File: src/rtl/pattern_sequencer.sv
// Frame-synchronous test-pattern selector: samples buttons at each VBlank start, applies
// press/auto-repeat/home rules, and drives a wrapping pattern index plus mute and OSD windows.
module pattern_sequencer #(
  parameter int NUM_PATTERNS = 8,
  parameter int REPEAT_DELAY = 30,
  parameter int REPEAT_RATE  = 6,
  parameter int MUTE_FRAMES  = 2,
  parameter int OSD_FRAMES   = 120,
  parameter int PW           = $clog2(NUM_PATTERNS)
) (
  input  logic          clk,
  input  logic          reset,
  input  logic          vblank,
  input  logic          btn_next,
  input  logic          btn_prev,
  input  logic          btn_home,
  output logic [PW-1:0] pattern,
  output logic          pattern_changed,
  output logic          mute,
  output logic          osd_show
);

  localparam int HW = $clog2(REPEAT_DELAY + REPEAT_RATE + 1);
  localparam int MW = $clog2(MUTE_FRAMES + 1);
  localparam int OW = $clog2(OSD_FRAMES + 1);

  localparam logic [HW-1:0] DELAY    = HW'(REPEAT_DELAY);
  localparam logic [HW-1:0] HOLD_MAX = HW'(REPEAT_DELAY + REPEAT_RATE);
  localparam logic [PW-1:0] LAST     = PW'(NUM_PATTERNS - 1);
  localparam logic [MW-1:0] MUTE_LD  = MW'(MUTE_FRAMES);
  localparam logic [OW-1:0] OSD_LD   = OW'(OSD_FRAMES);

  typedef enum logic [1:0] {DIR_NONE, DIR_NEXT, DIR_PREV} dir_t;

  logic          vblank_q;
  logic          home_q,   home_d;
  dir_t          held_dir, held_dir_d;
  logic [HW-1:0] hold_cnt, hold_cnt_d;
  logic [PW-1:0] pattern_d;
  logic          changed;
  logic [MW-1:0] mute_cnt, mute_cnt_d;
  logic [OW-1:0] osd_cnt,  osd_cnt_d;

  logic          tick;
  logic          step;
  dir_t          req;
  logic [HW-1:0] hold_inc;

  assign tick = vblank & ~vblank_q;

  always_ff @(posedge clk) begin
    if (reset) begin
      vblank_q        <= 1'b0;
      home_q          <= 1'b0;
      held_dir        <= DIR_NONE;
      hold_cnt        <= '0;
      pattern         <= '0;
      pattern_changed <= 1'b0;
      mute_cnt        <= '0;
      osd_cnt         <= OSD_LD;
    end else begin
      vblank_q        <= vblank;
      home_q          <= home_d;
      held_dir        <= held_dir_d;
      hold_cnt        <= hold_cnt_d;
      pattern         <= pattern_d;
      pattern_changed <= changed;
      mute_cnt        <= mute_cnt_d;
      osd_cnt         <= osd_cnt_d;
    end
  end

  always_comb begin
    home_d     = home_q;
    held_dir_d = held_dir;
    hold_cnt_d = hold_cnt;
    pattern_d  = pattern;
    mute_cnt_d = mute_cnt;
    osd_cnt_d  = osd_cnt;
    changed    = 1'b0;
    step       = 1'b0;
    req        = DIR_NONE;
    hold_inc   = (hold_cnt == HOLD_MAX) ? HOLD_MAX : hold_cnt + HW'(1);

    if (tick) begin
      if (btn_home) begin
        // Home acts once per press; holding it masks the direction buttons.
        home_d     = 1'b1;
        held_dir_d = DIR_NONE;
        hold_cnt_d = '0;
        if (!home_q && pattern != '0) begin
          pattern_d = '0;
          changed   = 1'b1;
        end
      end else begin
        home_d = 1'b0;
        if (btn_next ^ btn_prev) req = btn_next ? DIR_NEXT : DIR_PREV;

        if (req == DIR_NONE) begin
          held_dir_d = DIR_NONE;
          hold_cnt_d = '0;
        end else if (req != held_dir) begin
          held_dir_d = req;
          hold_cnt_d = HW'(1);
          step       = 1'b1;
        end else if (hold_inc == HOLD_MAX) begin
          // Reload to the first-repeat point so steps recur every REPEAT_RATE ticks.
          hold_cnt_d = DELAY;
          step       = 1'b1;
        end else begin
          hold_cnt_d = hold_inc;
          step       = (hold_inc == DELAY);
        end

        if (step) begin
          changed = 1'b1;
          if (req == DIR_NEXT) pattern_d = (pattern == LAST) ? '0 : pattern + PW'(1);
          else                 pattern_d = (pattern == '0) ? LAST : pattern - PW'(1);
        end
      end

      if (changed) begin
        mute_cnt_d = MUTE_LD;
        osd_cnt_d  = OSD_LD;
      end else begin
        if (mute_cnt != '0) mute_cnt_d = mute_cnt - MW'(1);
        if (osd_cnt != '0)  osd_cnt_d  = osd_cnt - OW'(1);
      end
    end
  end

  assign mute     = (mute_cnt != '0);
  assign osd_show = (osd_cnt != '0);

endmodule

File: config.mk
export PLATFORM = sky130hd
export DESIGN_NAME = pattern_sequencer
export DESIGN_NICKNAME = d
export VERILOG_FILES = /design/src/rtl/pattern_sequencer.sv
export SDC_FILE = /design/constraint.sdc
export NUM_CORES = 1
export LEC_CHECK = 0
export ABC_AREA = 1
export BUFFER_PORTS_ARGS = -buffer_cell sky130_fd_sc_hd__buf_2
export CORE_UTILIZATION = 50
export CTS_BUF_LIST = sky130_fd_sc_hd__clkbuf_8 sky130_fd_sc_hd__clkbuf_16
export CTS_CLUSTER_SIZE = 12
export DETAILED_ROUTE_END_ITERATION = 7
export HOLD_SLACK_MARGIN = 0.08
export PLACE_DENSITY = 0.67
export SLEW_MARGIN = 10
export SYNTH_ARGS = -nofsm -noshare
export SYNTH_HDL_FRONTEND = slang
export SYNTH_SLANG_ARGS = --single-unit
File: constraint.sdc
create_clock -name clk -period 4 [get_ports clk]
set_input_delay 0.4 -clock clk [delete_from_list [all_inputs] [get_ports clk]]
set_output_delay 0.4 -clock clk [all_outputs]
set_load 0.005 [all_outputs]
Yosys cells after proc, flatten, opt, wreduce, memory -nomap -nowiden
Index checks and enable logic that the tools add are counted.
{ "classes": {"addsub": 5, "n_eq_ne": 7, "muxes": 32, "n_bitwise": 4, "reduce_logical": 16} }
{ "op_table": {"columns": ["operator", "n"], "rows": [
  ["6-bit 2-to-1 mux", 5],
  ["2-bit 2-to-1 mux", 9],
  ["3-bit 2-to-1 mux", 6],
  ["7-bit 2-to-1 mux", 2],
  ["6-bit equality test, second input constant", 2],
  ["1-bit 2-to-1 mux", 10],
  ["2-bit nonzero test", 4],
  ["7-bit nonzero test", 1],
  ["7-bit by 1-bit subtractor with 7-bit output, second input constant", 1],
  ["6-bit by 1-bit adder with 6-bit output, second input constant", 1],
  ["6-bit by 5-bit equality test with 1-bit output, second input constant", 1],
  ["2-bit AND reduction", 3],
  ["3-bit nonzero test", 2],
  ["3-bit by 1-bit adder with 3-bit output, second input constant", 1],
  ["3-bit equality test, second input constant", 1],
  ["3-bit logical NOT", 1],
  ["3-bit AND reduction", 1],
  ["3-bit by 1-bit subtractor with 3-bit output, second input constant", 1],
  ["2-bit by 1-bit equality test with 1-bit output, second input constant", 1],
  ["2-bit logical NOT", 1],
  ["2-bit by 1-bit != test with 1-bit output, second input constant", 1],
  ["2-bit != test", 1],
  ["1-bit NOT", 2],
  ["2-bit OR reduction", 1],
  ["5 further kinds", 5]
]} }
{ "totals": {"regBits": 23, "inputBits": 6, "output_inout_bits": 6, "elab_cells": 72} }

Depth between registers and ports, before layout
Gate-level depths: netlist (run 1).
{ "depth": {"ltp_word": 14, "ltp_mapped": 16, "mapped_depth_nobuf": 15} }

Worst setup path before layout (run 1)
No wires, ideal clock.
{ "synth_timing": {"path_kind": "input port to flip-flop", "from": "input port btn_prev", "to": "register osd_cnt[5]", "setup_ns": 0.117, "arrival_ns": 1.690, "t_required_ns": 3.883, "setup_slack_ns": 2.193, "cell_stages": 12, "path_buffers": 0, "path_cell_list": "inv_1 ha_1 or2_1 a21o_1 nor2_2 nand2_2 nand2_2 nand2_4 nand2_4 nand2_4 a21oi_1 nand2_1"} }
{ "synth_between": {"elab_chain_cells": 14, "word_cells_on_any_way": 16, "cone_classes": "1 x eq/ne; 11 x mux; 1 x bitwise; 3 x reduce/logical"} }
{ "synth_lines": {"columns": ["element", "line_no", "rtl"], "rows": [
  ["start: declaration", "15", "input logic btn_prev,"],
  ["1-bit XOR *", "97", "if (btn_next ^ btn_prev) req = btn_next ? DIR_NEXT : DIR_PREV;"],
  ["2-bit 2-to-1 mux *", "97", null],
  ["2-bit 2-to-1 mux *", "86", "if (btn_home) begin"],
  ["2-bit 2-to-1 mux *", "85", "if (tick) begin"],
  ["2-bit != test", "102", "end else if (req != held_dir) begin"],
  ["1-bit 2-to-1 mux", "102", null],
  ["1-bit 2-to-1 mux *", "99", "if (req == DIR_NONE) begin"],
  ["1-bit 2-to-1 mux *", "86", null],
  ["1-bit 2-to-1 mux *", "85", null],
  ["1-bit 2-to-1 mux *", "115", "if (step) begin"],
  ["1-bit 2-to-1 mux *", "86", null],
  ["1-bit 2-to-1 mux *", "85", null],
  ["2-bit nonzero test (no source line)", null, null],
  ["2-bit AND reduction (no source line)", null, null],
  ["end signal: assignment", "69", "osd_cnt <= osd_cnt_d;"],
  ["end: declaration", "42", "logic [OW-1:0] osd_cnt, osd_cnt_d;"]
]} }
Mark *: on every way between the ends. The rest lies on a longest branch, timed or not. The select of a mux whose other input is x is not followed.
A chain may end at the register's enable or synchronous reset.

Final worst setup path (run 1)
{ "layout_timing": {"from": "register vblank_q", "to": "register osd_cnt[1]"} }
{ "layout_between": {"elab_chain_cells": 3} }
{ "layout_lines": {"columns": ["element", "line_no", "rtl"], "rows": [
  ["start: declaration", "35", "logic vblank_q;"],
  ["start signal: assignment", "62", "vblank_q <= vblank;"],
  ["1-bit NOT", "49", "assign tick = vblank & ~vblank_q;"],
  ["1-bit AND", "49", null],
  ["2-bit AND reduction (no source line)", null, null]
]} }
No other way between the ends.

==> impl_metrics.env, run 1 <==
export IMPL_gp_congestion=0.8610
export IMPL_cts_buffers=3
export IMPL_max_stage_delay_ns=0.55
export IMPL_antenna_cells=0
export IMPL_antenna_found_initial=0
export IMPL_regArea_um2=460.4
export IMPL_synth_seq_area_share=0.3159
export IMPL_endpoint_kind="flop"
export IMPL_rr_endpoint="osd_cnt[1]"
export IMPL_htreeDepth=1
export IMPL_ys_ff_latch=23
export IMPL_pin_count=12
export IMPL_grt_pass1_wl_um=5230
export IMPL_final_setup_tns_ns=0
export IMPL_synthesis_nets=223
export IMPL_path_clk_slew_ns=0.07
export IMPL_peakVddDrop_mv=0.3056
export IMPL_leakagePower_nw=0.7452
export IMPL_cellPowerDensity_mw_per_mm2=302.0
export IMPL_ys_types=29
export IMPL_fill_cells=271
export IMPL_required_ns=4.19
export IMPL_numPortBuffers=11
export IMPL_viasPerCell=5.198
export IMPL_cts_resized=0
export IMPL_r2r_cells=7
export IMPL_period_share=0.5075
export IMPL_cap_violations=0
export IMPL_die_x_um=56.00
export IMPL_rows=19
export IMPL_dieHeight_um=56.00
export IMPL_hold_start="vblank"
export IMPL_period_needed_ns=2.030
export IMPL_pwr_share_clk=0.294
export IMPL_r2r_start="vblank_q"
export IMPL_power_total_uw=476.0
export IMPL_drt_pass1_iterations=6
export IMPL_synthArstFlopShare=0
export IMPL_crit_path_top_delay_cell="nor2_1"
export IMPL_switchingPower_uw=133.7
export IMPL_cts_hold_buf=0
export IMPL_wire_per_inst_um=11.49
export IMPL_rsz0062_at_grt="false"
export IMPL_initial_core_util=0.5286
export IMPL_cpMostUsedCell="nor2_1"
export IMPL_p_seq_frac=0.526
export IMPL_synth_warnings=0
export IMPL_comb_power_share=0.180
export IMPL_preCtsSetupSlack_ns=1.778
export IMPL_drtIter0Drc=63
export IMPL_swShare=0.2809
export IMPL_clk_latency_ns=0.26
export IMPL_cp_data_arrival_time_ns=2.22
export IMPL_multi_input_area_um2=853.3
export IMPL_finalSetupViolCount=0
export IMPL_drive_gt1_frac=0.1382
export IMPL_outcome="completed"
export IMPL_hold_path_end="vblank_q"
export IMPL_drtAntennaViolNets=0
export IMPL_nets=236
export IMPL_maxSlewHeadroom=0.5303
export IMPL_dieArea_mm2=0.003135
export IMPL_netlist_instances=205
export IMPL_hpwl_um=2227
export IMPL_core_area_mm2=0.002758
export IMPL_synth_edff_count=0
export IMPL_gr_total_overflow=0
export IMPL_final_setup_skew_ns=0.003433
export IMPL_grt_pass1_vias=1261
export IMPL_cts_sinks=23
export IMPL_hold_viol=0
export IMPL_netlist_area_mm2=0.001458
export IMPL_wl_um=2850
export IMPL_crit_chain="nor2_1 -> inv_1 -> nor2_1 -> inv_1 -> nor2_1 -> nand2_1 -> a21oi_1"
export IMPL_grt_start_max_net_pins=16
export IMPL_post_cts_repair_setup_buffers=0
export IMPL_hold_path_depth=3
export IMPL_hold_class="input pin to flop"
export IMPL_crit_fanout=11
export IMPL_cts_tree="built"
export IMPL_drv_slew=0
export IMPL_avgSynthCellArea_um2=7.110
export IMPL_drcViolationCount=0
export IMPL_grt_total_usage=0.2076
export IMPL_vias=1289
export IMPL_internal_power_uw=342.3
export IMPL_worstSetupStartpointType="flop"
export IMPL_area_delta_synth_final_pct=8.154
export IMPL_root_buffer="clkbuf_8"
export IMPL_critical_path_class="flop to flop"
export IMPL_layout_setup_ws_ns=1.970
export IMPL_worst_pin_slew_ns=0.7019
export IMPL_fmax_mhz=492.6
export IMPL_ff2ff_setup_slack_ns=1.97
export IMPL_synth_flop_cell="dfxtp_1"
export IMPL_clock_path_buffers=2
[Yosys cell counts (4+ instances only)]
cell type,number,share of area
nand3_1,10,0.034
inv_1,33,0.085
nand2_1,41,0.11
nor2_1,22,0.057
xor2_1,5,0.030
ha_1,12,0.10
nor3_1,5,0.017
a21oi_1,14,0.048
nand2_2,4,0.017
dfxtp_1,23,0.32
nand2_4,4,0.031
o21ai_0,7,0.024
[power by group through the flow]
stage               Sequential, mW  Combinational [mW]  Clock (mW)
floorplan                    0.254              0.0655           0
global placement             0.255              0.0826           0
detailed placement           0.256              0.0852           0
CTS                          0.250              0.0859       0.144
global route                 0.252              0.0987       0.152
finish                       0.250              0.0855       0.140
[routing by layer]
layer | track usage | wire [µm] | vias up
li1 | - | - | 671
met1 | 0.2522 | 1308 | 585
met2 | 0.3639 | 1401 | 28
met4 | 0.08711 | 45 | 0
met5 | 0 | 0 | -
met3 | 0.03023 | 94 | 5
[worst max-delay path by stage]
| stage | from | end | slack (ns) | cells after the start |
|---|---|---|---|---|
| floorplan | btn_prev | osd_cnt[5] | 2.19 | 12 |
| global placement | btn_prev | osd_cnt[3] | 1.90 | 13 |
| detailed placement | vblank | osd_cnt[1] | 1.78 | 9 |
| CTS | vblank_q | osd_cnt[1] | 1.97 | 7 |
| global route | hold_cnt[0] | osd_cnt[5] | 1.72 | 15 |
| finish | vblank_q | osd_cnt[1] | 1.97 | 7 |
[cells in the final DEF (no fill, tap or decap)]
cell type / n
or2_1: 1
o211ai_1: 1
a221oi_1: 1
o21a_1: 1
inv_1: 34
nand3_1: 10
nand2_2: 4
nor4_1: 1
nor2_2: 3
o22ai_1: 1
clkbuf_8: 3
a31oi_1: 1
nand2_1: 41
dfxtp_1: 23
nand2_4: 4
o21ai_0: 7
nand4_1: 3
buf_2: 11
nor2_8: 1
nor2_1: 22
or2_2: 1
a21oi_1: 14
xor2_1: 5
o21ai_2: 3
xnor2_1: 3
nor3_1: 5
ha_1: 12
a21o_1: 1
[cell type report]
cell class / instances / area share
Multi-Input combinational cell: 146 / 0.5413
Clock inverter: 1 / 0.002381
Tap cell: 31 / 0.02460
Clock buffer: 3 / 0.02619
Sequential cell: 23 / 0.2921
Timing Repair Buffer: 11 / 0.03492
Inverter: 33 / 0.07857
[stage by stage]
stage | utilization | area [µm²] | hold WS, ns | std cells
global placement | 0.5554 | 1531 | 0.4646 | 244
global route | 0.5717 | 1577 | 0.3947 | 248
CTS | 0.5717 | 1577 | 0.3501 | 248
finish | 0.5717 | 1577 | 0.3455 | 248
floorplan | - | 1458 | 0.4477 | 205
detailed placement | 0.5554 | 1531 | 0.4689 | 244
[state kept, by name, summed over array words and instances (netlist names)]
| name | count |
|---|---|
| home_q | 1 |
| osd_cnt | 7 |
| hold_cnt | 6 |
| mute_cnt | 2 |
| held_dir | 2 |
| vblank_q | 1 |
| pattern_changed | 1 |
| pattern | 3 |
[critical path, delay by kind of cell (launching register included)]
kind                   cells  cell delay (ns)
flip-flops                 1             0.30
AO/OA/AOI/OAI              1             0.16
AND/OR/NAND/NOR            4             1.09
buffers and inverters      2             0.41
[logic make-up (layout without fill, tap and decap cells)]
group / Yosys count / after routing / share of synthesized area
AND/OR/NAND/NOR: 96 / 96 / 0.3142
buffers and inverters: 36 / 48 / 0.09871
AO/OA/AOI/OAI: 30 / 30 / 0.1202
flip-flops: 23 / 23 / 0.3159
adder cells (fa/ha/maj): 12 / 12 / 0.1030
XOR/XNOR: 8 / 8 / 0.04807
No activity file was read; power rests on OpenSTA's default activity.
==> inputs of run 2 (changes only) <==
Settings changed: PLACE_DENSITY 0.67 to 0.69.
Clock period 4 ns to 1.65 ns, I/O delays scaled along.
==> impl_metrics.env, run 2 (synthesized netlist as in run 1, its figures left out) <==
export IMPL_antenna_cells=0
export IMPL_stdcell_area_mm2=0.001917
export IMPL_initial_core_util=0.5286
export IMPL_clock_path_buffers=2
export IMPL_drcViolationCount=0
export IMPL_regArea_um2=470.5
export IMPL_numPortBuffers=11
export IMPL_rsz0062_at_grt="true"
export IMPL_hpwl_um=2367
export IMPL_power_total_mw=1.226
export IMPL_cts_buffers=3
export IMPL_cellPowerDensity_mw_per_mm2=639.8
export IMPL_crit_family="simple AND/OR/NAND/NOR gates"
export IMPL_r2r_start="hold_cnt[0]"
export IMPL_cts_hold_buf=0
export IMPL_regMostFlops="osd_cnt"
export IMPL_vias=1363
export IMPL_htreeDepth=1
export IMPL_cap_violations=0
export IMPL_hold_viol=0
export IMPL_crit_path_top_delay_cell="dfxtp_4"
export IMPL_grt_total_usage=0.2191
export IMPL_core_area_mm2=0.002758
export IMPL_max_stage_delay_ns=0.37
export IMPL_hold_class="input pin to flop"
export IMPL_gp_congestion=0.8731
export IMPL_worstSetupStartpointType="flop"
export IMPL_dieArea_mm2=0.003135
export IMPL_multi_input_area_um2=993.5
export IMPL_leakagePower_nw=0.8706
export IMPL_layout_setup_ws_ns=-0.07073
export IMPL_grt_pass1_vias=1357
export IMPL_largest_reg_flops=7
export IMPL_final_setup_skew_ns=0.001875
export IMPL_r2r_cells=15
export IMPL_wl_um=3172
export IMPL_dieHeight_um=56.00
export IMPL_crit_buf_inv=1
export IMPL_required_ns=1.81
export IMPL_drtAntennaViolNets=0
export IMPL_clk_latency_ns=0.26
export IMPL_rr_endpoint="osd_cnt[3]"
export IMPL_nets=260
export IMPL_worst_pin_slew_ns=0.3728
export IMPL_critical_path_class="flop to flop"
export IMPL_cpMostUsedCell="nor2_2"
export IMPL_wire_per_inst_um=11.66
export IMPL_peakVddDrop_mv=0.5317
export IMPL_cp_num_cells=15
export IMPL_final_cell_mix="nand2_1 (35), inv_1 (29), buf_4 (22)"
export IMPL_drt_pass1_iterations=4
export IMPL_drive_gt1_frac=0.3568
export IMPL_endpoint_kind="flop"
export IMPL_path_clk_slew_ns=0.08
export IMPL_drtIter0Drc=32
export IMPL_outcome="finished, violations left"
export IMPL_violations="negative setup slack"
export IMPL_cp_data_arrival_time_ns=1.88
export IMPL_fmax_mhz=581.2
export IMPL_drv_slew=0
export IMPL_grt_pass1_wl_um=5540
export IMPL_viasPerCell=5.011
export IMPL_period_needed_ns=1.721
export IMPL_maxSlewHeadroom=0.7515
export IMPL_rows=19
export IMPL_gr_total_overflow=0
export IMPL_largestRegisters="osd_cnt x7, hold_cnt x6, pattern x3"
export IMPL_grt_start_max_net_pins=16
export IMPL_fin_hold_ws_ns=0.1218
export IMPL_placed_area_mm2=0.001687
export IMPL_crit_start="hold_cnt[0]"
export IMPL_cts_sinks=23
export IMPL_crit_chain="inv_2 -> ha_4 -> nand3_2 -> nor2_4 -> nor2_2 -> nand2_1 -> nor2_2 -> nor2_2 -> nand2_2 -> nand2_4 -> nand2_4 -> nand2_8 -> nand2_8 -> a21oi_2 -> nand2_1"
export IMPL_pin_count=12
export IMPL_ff2ff_setup_slack_ns=-0.07
export IMPL_finalSetupViolCount=11
export IMPL_area_delta_synth_final_pct=31.50
export IMPL_die_x_um=56.00
export IMPL_worstSetupEndpoint="osd_cnt[3]"
export IMPL_root_buffer="clkbuf_8"
export IMPL_cts_tree="built"
export IMPL_fill_cells=220
export IMPL_final_common_cell="nand2_1"
export IMPL_antenna_found_initial=0
export IMPL_period_share=1.043
export IMPL_crit_fanout=7
==> run 2: cell count changes in the layout (fill, tap and decap cells not counted), moves of 4 or more <==
cell,delta
a21oi_2,+4
dfxtp_1,-4
nand2_1,-6
nand2_2,+5
nor2_1,-5
a21oi_1,-4
inv_1,-5
inv_2,+4
buf_4,+22
==> run 2: power by group <==
| part | switching [mW] | internal (mW) | total, mW |
|---|---|---|---|
| clock | 0.179 | 0.166 | 0.345 |
| combinational | 0.156 | 0.119 | 0.275 |
| sequential | 0.0252 | 0.581 | 0.606 |
| total | 0.360 | 0.866 | 1.23 |
==> run 2: area by class of cell <==
type                    instances  share of cell area
clock buffers                   3             0.02154
clock inverters                 1            0.001958
inverters                      33             0.06593
multi-input cells             146              0.5183
flip-flops and latches         23              0.2454
well taps                      31             0.02023
repair buffers                 35              0.1266
==> run 2: worst min-delay path by stage <==
stage                      start           to  slack (ns)  depth (start not counted)
after floorplan            reset  hold_cnt[0]        0.22                          1
after global placement    vblank     vblank_q        0.39                          3
after detailed placement  vblank     vblank_q        0.39                          3
after CTS                 vblank     vblank_q        0.12                          3
after global routing      vblank     vblank_q        0.14                          3
final                     vblank     vblank_q        0.12                          3
==> run 2: worst min-delay path, stage by stage <==
cell,delay (ns)
buf_2,0.07
inv_1,0.04
nor2_1,0.07
==> run 2: stage by stage <==
step / worst slack [ns] / std cells / utilization / setup TNS [ns]
after floorplan: 0.004046 / 205 / - / 0
after detailed placement: -0.1424 / 262 / 0.6116 / -0.8593
after global routing: -0.2175 / 272 / 0.6951 / -2.125
after CTS: -0.09538 / 268 / 0.6688 / -0.7173
final: -0.07073 / 272 / 0.6951 / -0.5648
after global placement: -0.07495 / 262 / 0.6116 / -0.5850
==> run 2: metal layers <==
layer  global-route usage  vias to the layer above  routed length (µm)
met5                    0                        -                   0
met4              0.07317                        0                  17
met3              0.03023                        2                  75
met2               0.4031                       15                1653
met1               0.2588                      623                1425
li1                     -                      723                   -
==> run 2: repair_timing <==
item                                    4_1_cts  5_1_grt
endpoints found under the setup margin       13       15
buffers inserted                              2        4
gates resized for setup                      25       14
pin swaps                                    11       17
